File: config.mk
export PLATFORM = sky130hd
export DESIGN_NAME = hazard_ctrl_flat
export DESIGN_NICKNAME = d
export VERILOG_FILES = /design/src/rtl/hazard_ctrl_if.sv /design/src/rtl/hazard_ctrl.sv /design/src/flat_wrapper.sv
export SDC_FILE = /design/constraint.sdc
export NUM_CORES = 1
export LEC_CHECK = 0
export CORE_ASPECT_RATIO = 0.8
export CORE_MARGIN = 1.5
export CORE_UTILIZATION = 32
export CTS_BUF_LIST = sky130_fd_sc_hd__clkbuf_16
export DETAILED_ROUTE_END_ITERATION = 8
export GPL_TIMING_DRIVEN = 1
export PLACE_DENSITY = 0.64
export SETUP_SLACK_MARGIN = 0.2
export SLEW_MARGIN = 20
export SYNTH_ARGS = -nofsm -noshare
export SYNTH_HDL_FRONTEND = slang
export SYNTH_SLANG_ARGS = --single-unit
File: constraint.sdc
create_clock -name clk -period 6.13 [get_ports clk]
set_input_delay 1.839 -clock clk [delete_from_list [all_inputs] [get_ports clk]]
set_output_delay 1.839 -clock clk [all_outputs]
set_load 0.01 [all_outputs]
File: src/rtl/hazard_ctrl_if.sv
// hazard_ctrl_if: hazard unit inputs from the
// pipeline and stall/flush controls back to it.
interface hazard_ctrl_if #(
  parameter int CNT_W = 16
);
  logic [4:0]       IFID_Rs;
  logic [4:0]       IFID_Rt;
  logic             IFID_UsesRt;
  logic             IDEX_MemRead;
  logic [4:0]       IDEX_Rt;
  logic             EX_BranchTaken;
  logic             MemBusy;
  logic             PCWrite;
  logic             IFIDWrite;
  logic             IDEX_Bubble;
  logic             IFID_Flush;
  logic             Freeze;
  logic [CNT_W-1:0] StallCycles;
  logic [CNT_W-1:0] FlushCount;
  logic [CNT_W-1:0] FreezeCycles;
  logic             Timeout;
  logic [1:0]       State;

  modport master (
    output IFID_Rs, IFID_Rt, IFID_UsesRt,
    output IDEX_MemRead, IDEX_Rt,
    output EX_BranchTaken, MemBusy,
    input  PCWrite, IFIDWrite, IDEX_Bubble,
    input  IFID_Flush, Freeze,
    input  StallCycles, FlushCount,
    input  FreezeCycles, Timeout, State
  );

  modport slave (
    input  IFID_Rs, IFID_Rt, IFID_UsesRt,
    input  IDEX_MemRead, IDEX_Rt,
    input  EX_BranchTaken, MemBusy,
    output PCWrite, IFIDWrite, IDEX_Bubble,
    output IFID_Flush, Freeze,
    output StallCycles, FlushCount,
    output FreezeCycles, Timeout, State
  );
endinterface

File: src/rtl/hazard_ctrl.sv
// hazard_ctrl: load-use stall, branch flush and
// memory-wait freeze control with stats/watchdog.
module hazard_ctrl #(
  parameter int CNT_W   = 16,
  parameter int TIMEOUT = 64
) (
  input logic         clk,
  input logic         rst,
  hazard_ctrl_if.slave bus
);
  localparam int WW = $clog2(TIMEOUT + 1);
  localparam logic [WW-1:0] TO_M1 = WW'(TIMEOUT - 1);
  localparam logic [WW-1:0] TO_MX = WW'(TIMEOUT);

  typedef enum logic [1:0] {
    RUN      = 2'd0,
    LU_HOLD  = 2'd1,
    MEM_WAIT = 2'd2
  } state_t;

  state_t          state;
  logic [WW-1:0]   wait_cnt;
  logic [CNT_W-1:0] stall_cnt;
  logic [CNT_W-1:0] flush_cnt;
  logic [CNT_W-1:0] freeze_cnt;
  logic            timeout;

  logic lu;
  logic c_freeze;
  logic c_flush;
  logic c_stall;

  assign lu = bus.IDEX_MemRead
           && (bus.IDEX_Rt != 5'd0)
           && ((bus.IDEX_Rt == bus.IFID_Rs)
            || (bus.IFID_UsesRt
             && bus.IDEX_Rt == bus.IFID_Rt));

  assign c_freeze = !rst && bus.MemBusy;
  assign c_flush  = !rst && !bus.MemBusy
                 && bus.EX_BranchTaken;
  assign c_stall  = !rst && !bus.MemBusy
                 && !bus.EX_BranchTaken
                 && lu && (state != LU_HOLD);

  always_comb begin
    bus.PCWrite     = 1'b1;
    bus.IFIDWrite   = 1'b1;
    bus.IDEX_Bubble = 1'b0;
    bus.IFID_Flush  = 1'b0;
    bus.Freeze      = 1'b0;
    priority case (1'b1)
      rst: begin
        bus.PCWrite     = 1'b0;
        bus.IFIDWrite   = 1'b0;
        bus.IDEX_Bubble = 1'b1;
        bus.IFID_Flush  = 1'b1;
      end
      c_freeze: begin
        bus.PCWrite   = 1'b0;
        bus.IFIDWrite = 1'b0;
        bus.Freeze    = 1'b1;
      end
      c_flush: begin
        bus.IDEX_Bubble = 1'b1;
        bus.IFID_Flush  = 1'b1;
      end
      c_stall: begin
        bus.PCWrite     = 1'b0;
        bus.IFIDWrite   = 1'b0;
        bus.IDEX_Bubble = 1'b1;
      end
      default: ;
    endcase
  end

  always_ff @(posedge clk) begin
    if (rst) begin
      state      <= RUN;
      wait_cnt   <= '0;
      stall_cnt  <= '0;
      flush_cnt  <= '0;
      freeze_cnt <= '0;
      timeout    <= 1'b0;
    end else begin
      unique case (state)
        RUN:
          if (bus.MemBusy) state <= MEM_WAIT;
          else if (c_stall) state <= LU_HOLD;
          else state <= RUN;
        LU_HOLD:
          state <= bus.MemBusy ? MEM_WAIT : RUN;
        MEM_WAIT:
          state <= bus.MemBusy ? MEM_WAIT : RUN;
        default:
          state <= RUN;
      endcase
      // wait counter saturates so a long stall never re-arms
      if (!bus.MemBusy) wait_cnt <= '0;
      else if (wait_cnt != TO_MX)
        wait_cnt <= wait_cnt + 1'b1;
      if (bus.MemBusy && wait_cnt == TO_M1)
        timeout <= 1'b1;
      if (c_stall && stall_cnt != '1)
        stall_cnt <= stall_cnt + 1'b1;
      if (c_flush && flush_cnt != '1)
        flush_cnt <= flush_cnt + 1'b1;
      if (c_freeze && freeze_cnt != '1)
        freeze_cnt <= freeze_cnt + 1'b1;
    end
  end

  assign bus.State        = state;
  assign bus.StallCycles  = stall_cnt;
  assign bus.FlushCount   = flush_cnt;
  assign bus.FreezeCycles = freeze_cnt;
  assign bus.Timeout      = timeout;
endmodule

File: src/flat_wrapper.sv
// flat-port wrapper written by rule: the top's interface ports become plain ports
module hazard_ctrl_flat 
#(
  parameter int CNT_W   = 16,
  parameter int TIMEOUT = 64
)
  (clk, rst, bus_IFID_Rs, bus_IFID_Rt, bus_IFID_UsesRt, bus_IDEX_MemRead, bus_IDEX_Rt, bus_EX_BranchTaken, bus_MemBusy, bus_PCWrite, bus_IFIDWrite, bus_IDEX_Bubble, bus_IFID_Flush, bus_Freeze, bus_StallCycles, bus_FlushCount, bus_FreezeCycles, bus_Timeout, bus_State);
  hazard_ctrl_if #(.CNT_W(CNT_W)) bus_i ();
  input logic clk;
  input logic rst;
  input wire logic [$bits(bus_i.IFID_Rs)-1:0] bus_IFID_Rs;
  input wire logic [$bits(bus_i.IFID_Rt)-1:0] bus_IFID_Rt;
  input wire logic [$bits(bus_i.IFID_UsesRt)-1:0] bus_IFID_UsesRt;
  input wire logic [$bits(bus_i.IDEX_MemRead)-1:0] bus_IDEX_MemRead;
  input wire logic [$bits(bus_i.IDEX_Rt)-1:0] bus_IDEX_Rt;
  input wire logic [$bits(bus_i.EX_BranchTaken)-1:0] bus_EX_BranchTaken;
  input wire logic [$bits(bus_i.MemBusy)-1:0] bus_MemBusy;
  output wire logic [$bits(bus_i.PCWrite)-1:0] bus_PCWrite;
  output wire logic [$bits(bus_i.IFIDWrite)-1:0] bus_IFIDWrite;
  output wire logic [$bits(bus_i.IDEX_Bubble)-1:0] bus_IDEX_Bubble;
  output wire logic [$bits(bus_i.IFID_Flush)-1:0] bus_IFID_Flush;
  output wire logic [$bits(bus_i.Freeze)-1:0] bus_Freeze;
  output wire logic [$bits(bus_i.StallCycles)-1:0] bus_StallCycles;
  output wire logic [$bits(bus_i.FlushCount)-1:0] bus_FlushCount;
  output wire logic [$bits(bus_i.FreezeCycles)-1:0] bus_FreezeCycles;
  output wire logic [$bits(bus_i.Timeout)-1:0] bus_Timeout;
  output wire logic [$bits(bus_i.State)-1:0] bus_State;
  assign bus_i.IFID_Rs = bus_IFID_Rs;
  assign bus_i.IFID_Rt = bus_IFID_Rt;
  assign bus_i.IFID_UsesRt = bus_IFID_UsesRt;
  assign bus_i.IDEX_MemRead = bus_IDEX_MemRead;
  assign bus_i.IDEX_Rt = bus_IDEX_Rt;
  assign bus_i.EX_BranchTaken = bus_EX_BranchTaken;
  assign bus_i.MemBusy = bus_MemBusy;
  assign bus_PCWrite = bus_i.PCWrite;
  assign bus_IFIDWrite = bus_i.IFIDWrite;
  assign bus_IDEX_Bubble = bus_i.IDEX_Bubble;
  assign bus_IFID_Flush = bus_i.IFID_Flush;
  assign bus_Freeze = bus_i.Freeze;
  assign bus_StallCycles = bus_i.StallCycles;
  assign bus_FlushCount = bus_i.FlushCount;
  assign bus_FreezeCycles = bus_i.FreezeCycles;
  assign bus_Timeout = bus_i.Timeout;
  assign bus_State = bus_i.State;
  hazard_ctrl #(.CNT_W(CNT_W), .TIMEOUT(TIMEOUT)) u_core (.clk(clk), .rst(rst), .bus(bus_i));
endmodule
* Yosys cells after proc, flatten, opt, wreduce, memory -nomap -nowiden
Cells that the tools add are included.
** Cells by class
- Add/sub/neg operators :: 4
- $mul :: 0
- Divide/modulo/power cells :: 0
- Magnitude comparators :: 0
- Equal/unequal tests :: 10
- Shift operators :: 0
- Muxes and demuxes :: 17
- Bitwise logic cells :: 1
- Reductions and logical operators :: 21
** Operator list (count)
- adder 16 x 1 -> 16 bit, second input constant :: 3
- inequality test 16 bit, second input constant :: 3
- 2-to-1 mux 1 bit :: 14
- logical AND 1 bit :: 13
- == test 5 bit :: 2
- adder 7 x 1 -> 7 bit, second input constant :: 1
- == test 7 x 6 -> 1 bit, second input constant :: 1
- inequality test 7 bit, second input constant :: 1
- nonzero test 5 bit :: 1
- 2-to-1 mux 2 bit :: 2
- one-hot mux 2 bit (2 select lines) :: 1
- OR reduction 2 bit :: 2
- logical NOT 1 bit :: 3
- == test 2 x 1 -> 1 bit, second input constant :: 1
- == test 2 bit, second input constant :: 1
- logical NOT 2 bit :: 1
- inequality test 2 x 1 -> 1 bit, second input constant :: 1
- logical OR 1 bit :: 1
- inverter 1 bit :: 1
** Storage, ports and cells
- Register bits after elaboration :: 58
- Latch bits :: 0
- Memory bits (writable) :: 0
- ROM bits :: 0
- Input port bits :: 21
- Output and inout port bits :: 56
- Logic and storage cells :: 59
- Memories kept :: 0

* Longest topological paths before layout
Gate-level depths: netlist of the first run.
- Word-level depth :: 10
- Gate-level depth with buffers :: 8
- Mapped depth without buffers :: 7

* Worst setup path before layout of the first run
OpenSTA, ideal clock, no wires.
- Path kind :: input-to-output
- Start :: input port bus_IDEX_Rt[0]
- End :: output port bus_PCWrite
- Arrival time :: 3366 ps
- Required time :: 4291 ps
- Slack :: 925 ps
- Stages on the path :: 6
- Path buffers :: 2
- Cells stage by stage :: or4_1 > o211a_1 > buf_2 > nor2b_1 > nor3_1 > buf_4
** On the way
- Word-level cells in the longest chain between the ends :: 10
** RTL lines
- start, declared :: line flat_wrapper.sv:15 : input wire logic [$bits(bus_i.IDEX_Rt)-1:0] bus_IDEX_Rt;
- == test 5 bit :: line hazard_ctrl.sv:37 : && bus.IDEX_Rt == bus.IFID_Rt));
- logical AND 1 bit :: line hazard_ctrl.sv:37
- logical OR 1 bit :: line hazard_ctrl.sv:36 : || (bus.IFID_UsesRt
- logical AND 1 bit * :: line hazard_ctrl.sv:35 : && ((bus.IDEX_Rt == bus.IFID_Rs)
- logical AND 1 bit * (2 in a row) :: line hazard_ctrl.sv:44 : && lu && (state != LU_HOLD);
- 2-to-1 mux 1 bit * (4 in a row)
- end, declared :: line flat_wrapper.sv:18 : output wire logic [$bits(bus_i.PCWrite)-1:0] bus_PCWrite;
Every way passes the cells marked *; elsewhere a longest branch is shown, timed or not.

* Worst setup path after layout of the first run
- Start :: input port bus_IDEX_Rt[0]
- End :: output port bus_IFIDWrite
** On the way
- Word-level cells in the longest chain between the ends :: 10
** RTL lines
- == test 5 bit :: line hazard_ctrl.sv:37
- logical AND 1 bit :: line hazard_ctrl.sv:37
- logical OR 1 bit :: line hazard_ctrl.sv:36
- logical AND 1 bit * :: line hazard_ctrl.sv:35
- logical AND 1 bit * (2 in a row) :: line hazard_ctrl.sv:44
- 2-to-1 mux 1 bit * (4 in a row) :: line hazard_ctrl.sv:52 : priority case (1'b1)
- end, declared :: line flat_wrapper.sv:19 : output wire logic [$bits(bus_i.IFIDWrite)-1:0] bus_IFIDWrite;
Marks and branches as above.

==> flow_summary.json, run 1 <==
{
  "status": "completed",
  "clk_path_buf_depth": 2,
  "synth_top_area_frac": 0.379,
  "crit_required_ps": 4290,
  "fin_hold_ws_ps": 469,
  "synth_area_um2": 3060,
  "dp.cells": 539,
  "fp.dieArea_um2": 10200,
  "portBuffers": 76,
  "post_layout_nonfiller_instances": 555,
  "synth_top_cell_by_area": "dfxtp_1",
  "clock_skew_ps": 6.22,
  "rows": 31,
  "path_max_fanout": 3,
  "crit_path_start_kind": "primary input",
  "cellPowerDensity_nw_per_um2": 221,
  "syn_to_final_growth_pct": 37.9,
  "cp_data_arrival_time_ps": 3970,
  "syn-mean-instance-area_um2": 8.50,
  "tritoncts": "built",
  "drt_first_pass_iters": 6,
  "final-hold-violation-count": 0,
  "rr_startpoint": "u_core.bus.StallCycles[2]$_SDFFE_PP0P_",
  "root_buffer": "clkbuf_16",
  "final_antenna_net_count": 0,
  "yosys_warnings": 0,
  "fin_total_pwr_uw": 934,
  "holdCritStartpoint": "u_core.bus.Timeout$_SDFFE_PP0P_",
  "drc_errors": 0,
  "synthFlopType": "dfxtp_1",
  "nNetsFinal": 464,
  "synth.cells.most_frequent": "58 x dfxtp_1, 50 x nor2_1, 27 x xnor2_1",
  "path_class": "in -> out",
  "path_cells": "clkdlybuf4s50_1, or4_1, o211a_1, nor2b_1, nor3_2, clkdlybuf4s50_1",
  "wl_mm": 7.17,
  "grt_max_degree": 48,
  "clk_latency_ps": 320,
  "grt_pass1_wl_mm": 12.3,
  "synth_edf_count": 0,
  "syn_nets": 389,
  "rsz0062_at_grt": "false",
  "grt_usage": 0.146,
  "max_stage_delay_ps": 560,
  "die_h_um": 90.5,
  "synth.distinct_cells": 49,
  "finalSetupViolations": 0,
  "vias_per_cell": 5.17,
  "post-synth-top-count-cell": "dfxtp_1",
  "clk_pin_slew_worst_paths_ps": 50,
  "crit_start": "bus_IDEX_Rt[0]",
  "drive_gt1_frac": 0.0659,
  "fin_crit_sh": 0.947,
  "cp-end-kind": "primary output",
  "wl_per_cell_um": 12.9,
  "die_x_um": 112,
  "holdBufCountCts": 0,
  "synth_seq_cells": 58,
  "fmax_mhz": 172,
  "dp_hpwl_mm": 5.15,
  "coreArea_um2": 9150,
  "drt_iter0_drc": 222,
  "fin_crit_ps": 5810,
  "vias": 2867,
  "crit_slowest_cell": "clkdlybuf4s50_1",
  "fillers": 891,
  "p_leak_nw": 1.41,
  "peakVddDrop_v": 0.000134,
  "slew_headroom": 0.636,
  "hp-class": "reg -> reg",
  "antenna_found_initial": 0,
  "max_cap_viol_count": 0,
  "crit_top_cell": "clkdlybuf4s50_1",
  "synth_cells": 360,
  "cts.sinks": 58,
  "htreeDepth": 3,
  "gr-total-overflow": 0,
  "antenna_cells": 0,
  "cts_made_buffers": 9,
  "seq_area_frac_synth": 0.379,
  "pin_count": 77,
  "start_util": 0.334,
  "tns_ps": 0,
  "drv_slew": 0,
  "tightest_slew_ps": 543,
  "synthArstFlopShare": 0,
  "routabilityCongestion": 0.812,
  "synth.area.top_cells": "dfxtp_1 38%, xnor2_1 7.7%, nor2_1 6.1%, xor2_1 4.3%, ha_1 3.3%",
  "grt_pass1_vias": 2635
}
==> cell families after synthesis <==
| logic type | count (synthesis) | synth area share |
|---|---|---|
| XOR/XNOR | 42 | 0.120 |
| multiplexers | 5 | 0.0180 |
| adder cells (fa/ha/maj) | 8 | 0.0327 |
| AND/OR/NAND/NOR | 177 | 0.325 |
| flip-flops | 58 | 0.379 |
| buffers and inverters | 26 | 0.0343 |
| AO/OA/AOI/OAI | 44 | 0.0908 |
==> per-stage QoR <==
step	util	area [um2]	setup slack, ps
2_1_floorplan	-	3060	925
5_1_grt	0.461	4220	234
4_1_cts	0.460	4210	221
3_3_place_gp	0.428	3920	296
6_report	0.461	4220	324
3_5_place_dp	0.428	3920	241
==> worst max-delay path, delay by kind of cell <==
kind | cells | cell delay [ps]
buffers and inverters | 2 | 1020
and+or+nand+nor | 3 | 860
AOI/OAI and AO/OA | 1 | 240
==> worst paths after layout <==
| path | to | slack [ps] | cells after the start |
|---|---|---|---|
| worst max-delay path | bus_IFIDWrite | 320 | 6 |
| worst min-delay path | u_core.bus.Timeout$_SDFFE_PP0P_ | 470 | 2 |
| worst max register to register | u_core.bus.StallCycles[5]$_SDFFE_PP0P_ | 4140 | 5 |
| worst min register to register | u_core.bus.Timeout$_SDFFE_PP0P_ | 470 | 2 |
==> routing by layer <==
layer | wire length, um | GRT usage
met5 | 0 | 0
met4 | 75 | 0.0443
met3 | 370 | 0.0450
met2 | 3150 | 0.221
met1 | 3570 | 0.199
==> power by group <==
| part | leakage [nW] | switching [mW] | total, mW | internal (mW) |
|---|---|---|---|---|
| Sequential | 0.468 | 0.00409 | 0.384 | 0.380 |
| Clock | 0.135 | 0.182 | 0.494 | 0.313 |
| Combinational | 0.809 | 0.0274 | 0.0555 | 0.0280 |
| Total | 1.41 | 0.213 | 0.934 | 0.721 |
==> state kept, by name, summed over array words and instances (netlist names) <==
signal                   flops
u_core.bus.FlushCount       16
u_core.bus.FreezeCycles     16
u_core.bus.StallCycles      16
u_core.bus.State             2
u_core.bus.Timeout           1
u_core.wait_cnt              7
==> what timing repair did <==
| item | in CTS | in global routing |
|---|---|---|
| hold endpoints to repair | 0 | 0 |
| setup buffers | 0 | 0 |
| resized for setup | 0 | 1 |
| endpoints found under the setup margin | 0 | 2 |
==> final cells by class <==
type / instances / area [um2] / share of cell area
Sequential cell: 58 / 1160 / 0.275
Tap cell: 115 / 144 / 0.0341
Multi-Input combinational cell: 276 / 1800 / 0.426
Clock inverter: 7 / 70.1 / 0.0166
Timing Repair Buffer: 79 / 778 / 0.184
Clock buffer: 9 / 225 / 0.0534
Inverter: 11 / 41.3 / 0.00979
==> placed cells by master (no fill, tap or decap), types with 7 or more instances in the layout <==
| cell | n |
|---|---|
| xnor2_1 | 27 |
| o21ai_0 | 7 |
| nand3_1 | 20 |
| nor3_1 | 15 |
| clkdlybuf4s50_1 | 75 |
| nand4_1 | 15 |
| a21oi_1 | 17 |
| clkbuf_16 | 9 |
| nor2_1 | 50 |
| nand2_1 | 16 |
| nor4_1 | 9 |
| dfxtp_1 | 58 |
| inv_1 | 10 |
| xor2_1 | 15 |
| or3_1 | 8 |
| ha_1 | 8 |
| and4_1 | 8 |
Power figures use the tool's default switching activity.
==> run 2: changes to the inputs <==
--- a/config.mk
+++ b/config.mk
@@ -5,7 +5,6 @@
 export SDC_FILE = /design/constraint.sdc
 export NUM_CORES = 1
 export LEC_CHECK = 0
-export CORE_ASPECT_RATIO = 0.8
 export CORE_MARGIN = 1.5
 export CORE_UTILIZATION = 32
 export CTS_BUF_LIST = sky130_fd_sc_hd__clkbuf_16
==> run 2 against run 1 <==
- count of clock-buffer cells in the layout is the same
- worst hold slack improved by 5.5 ps
- final cell count rose by 2.3%
- global-route usage shrank 0.20 points
- maximum frequency rose by 0.18%
- flip-flop and latch count unchanged
- largest power group unchanged
==> flow_summary.json, run 2 (synthesis results as in run 1) <==
{
  "routabilityCongestion": 0.776,
  "htreeDepth": 3,
  "drt_iter0_drc": 38,
  "worst_r2r_endpoint": "u_core.bus.StallCycles[5]$_SDFFE_PP0P_",
  "start_util": 0.331,
  "vias": 2825,
  "clk_pin_slew_worst_paths_ps": 50,
  "dr_wl_met2_mm": 3.18,
  "clk_latency_ps": 320,
  "dr.max_layer_used": "met4",
  "antenna_found_initial": 0,
  "fmax_mhz": 173,
  "clk_path_buf_depth": 2,
  "path_max_fanout": 3,
  "intPower_uw": 714,
  "dp_hpwl_mm": 5.06,
  "coreArea_um2": 9240,
  "endpoint": "bus_IFIDWrite",
  "fp.dieArea_um2": 10200,
  "gr-total-overflow": 0,
  "path_class": "in -> out",
  "met3RoutedLength_um": 466,
  "peakVddDrop_v": 0.000144,
  "crit_slowest_cell": "clkdlybuf4s50_1",
  "max_stage_delay_ps": 570,
  "final_cell_mix": "75 x clkdlybuf4s50_1, 58 x dfxtp_1, 50 x nor2_1",
  "drc_errors": 0,
  "cts.sinks": 58,
  "postCtsSetupBuffers": 0,
  "nNetsFinal": 464,
  "wl_per_cell_um": 12.3,
  "status": "completed",
  "cellPowerDensity_nw_per_um2": 215,
  "tns_ps": 0,
  "finalSetupViolations": 0,
  "clock_skew_ps": 9.22,
  "vias_per_cell": 4.97,
  "seqPwrFrac": 0.424,
  "rows": 35,
  "cts_made_buffers": 9,
  "fin_crit_ps": 5790,
  "drive_gt1_frac": 0.0569,
  "antenna_cells": 0,
  "final-hold-violation-count": 0,
  "critPathBufInv": 2,
  "layout_commonest_cell": "clkdlybuf4s50_1",
  "rr_startpoint": "u_core.bus.State[1]$_SDFF_PP0_",
  "post_layout_nonfiller_instances": 568,
  "slew_headroom": 0.630,
  "cp-end-kind": "primary output",
  "crit_path_start_kind": "primary input",
  "rsz0062_at_grt": "false",
  "drt_first_pass_iters": 4,
  "tightest_slew_ps": 553,
  "final_antenna_net_count": 0,
  "syn_to_final_growth_pct": 37.8,
  "m1WireLength_mm": 3.25,
  "worst-path-stages": 6,
  "portBuffers": 76,
  "tritoncts": "built",
  "pin_count": 77,
  "grt_usage": 0.144,
  "hp-class": "reg -> reg",
  "wl_mm": 6.96,
  "root_buffer": "clkbuf_16",
  "swShare": 0.213,
  "r2r_setup_slack_ps": 4160,
  "grt_pass1_vias": 2689,
  "grt_pass1_wl_mm": 12.0,
  "die_x_um": 101,
  "p_leak_nw": 1.42,
  "fillers": 900,
  "crit_start": "bus_IDEX_Rt[0]",
  "crit_family": "buffers and inverters",
  "p_sw_uw": 193,
  "pwr-share-clk": 0.515,
  "crit_top_cell": "clkdlybuf4s50_1",
  "holdBufCountCts": 0,
  "grt_max_degree": 35,
  "fin_crit_sh": 0.945,
  "die_h_um": 101,
  "drv_slew": 0,
  "r2r.worst_path.cells": 8,
  "max_cap_viol_count": 0,
  "cp_data_arrival_time_ps": 3960,
  "combPwrFrac": 0.061,
  "path_cells": "clkdlybuf4s50_1, or4_1, o211a_1, nor2b_1, nor3_2, clkdlybuf4s50_1",
  "crit_required_ps": 4290,
  "dp.cells": 553
}
==> run 2: timing repair <==
action	4_1_cts	5_1_grt
endpoints found under the hold margin	0	0
gates resized for setup	0	1
endpoints found under the setup margin	0	2
==> run 2: power by group through the flow <==
stage | sequential (mW) | combinational [mW] | clock (mW)
2_1_floorplan | 0.392 | 0.0263 | 0
3_3_place_gp | 0.392 | 0.0554 | 0
3_5_place_dp | 0.392 | 0.0562 | 0
4_1_cts | 0.384 | 0.0564 | 0.480
5_1_grt | 0.384 | 0.0615 | 0.499
6_report | 0.385 | 0.0555 | 0.467
==> run 2: layout make-up <==
cell class / instances / area (um2) / share of cell area
Clock inverter: 6 / 50.0 / 0.0119
Tap cell: 129 / 161 / 0.0383
Sequential cell: 58 / 1160 / 0.275
Inverter: 11 / 41.3 / 0.00979
Timing Repair Buffer: 79 / 778 / 0.185
Multi-Input combinational cell: 276 / 1800 / 0.427
Clock buffer: 9 / 225 / 0.0534
==> run 2: how the worst min path moves through the flow <==
| stage | depth (start not counted) | from | slack (ps) | end |
|---|---|---|---|---|
| 2_1_floorplan | 2 | u_core.wait_cnt[5]$_SDFFE_PN0P_ | 490 | u_core.wait_cnt[5]$_SDFFE_PN0P_ |
| 3_3_place_gp | 2 | u_core.bus.Timeout$_SDFFE_PP0P_ | 460 | u_core.bus.Timeout$_SDFFE_PP0P_ |
| 3_5_place_dp | 2 | u_core.bus.Timeout$_SDFFE_PP0P_ | 470 | u_core.bus.Timeout$_SDFFE_PP0P_ |
| 4_1_cts | 2 | u_core.bus.Timeout$_SDFFE_PP0P_ | 480 | u_core.bus.Timeout$_SDFFE_PP0P_ |
| 5_1_grt | 2 | u_core.bus.Timeout$_SDFFE_PP0P_ | 530 | u_core.bus.Timeout$_SDFFE_PP0P_ |
| 6_report | 2 | u_core.bus.Timeout$_SDFFE_PP0P_ | 470 | u_core.bus.Timeout$_SDFFE_PP0P_ |
==> run 2: through the flow <==
step | hold slack (ps) | utilization | setup WS (ps) | total power [mW] | cell area [um2]
after floorplan | 494 | - | 925 | 0.419 | 3060
after global placement | 457 | 0.426 | 275 | 0.447 | 3940
after detailed placement | 469 | 0.426 | 265 | 0.448 | 3940
after CTS | 481 | 0.456 | 243 | 0.921 | 4210
after global routing | 528 | 0.456 | 236 | 0.945 | 4220
final | 475 | 0.456 | 335 | 0.907 | 4220
==> run 2: worst register-to-register path, stage by stage (launching register included) <==
cell	delay, ps
dfxtp_1	350
inv_1	70
ha_1	170
nor3b_1	200
o211a_1	190
buf_4	170
nand2_2	120
nor4_1	240
mux2_1	350
==> run 2: metal layers <==
| layer | track usage | vias to the layer above |
|---|---|---|
| li1 | - | 1441 |
| met1 | 0.174 | 1308 |
| met2 | 0.239 | 69 |
| met3 | 0.0562 | 7 |
| met4 | 0.0390 | 0 |
| met5 | 0 | - |
==> run 3: changes to the inputs <==
--- a/config.mk
+++ b/config.mk
@@ -16,3 +16,4 @@
 export SYNTH_ARGS = -nofsm -noshare
 export SYNTH_HDL_FRONTEND = slang
 export SYNTH_SLANG_ARGS = --single-unit
+export TNS_END_PERCENT = 100
==> results of run 3 <==
The final DEF is identical to that of run 2; final timing and power are the same.
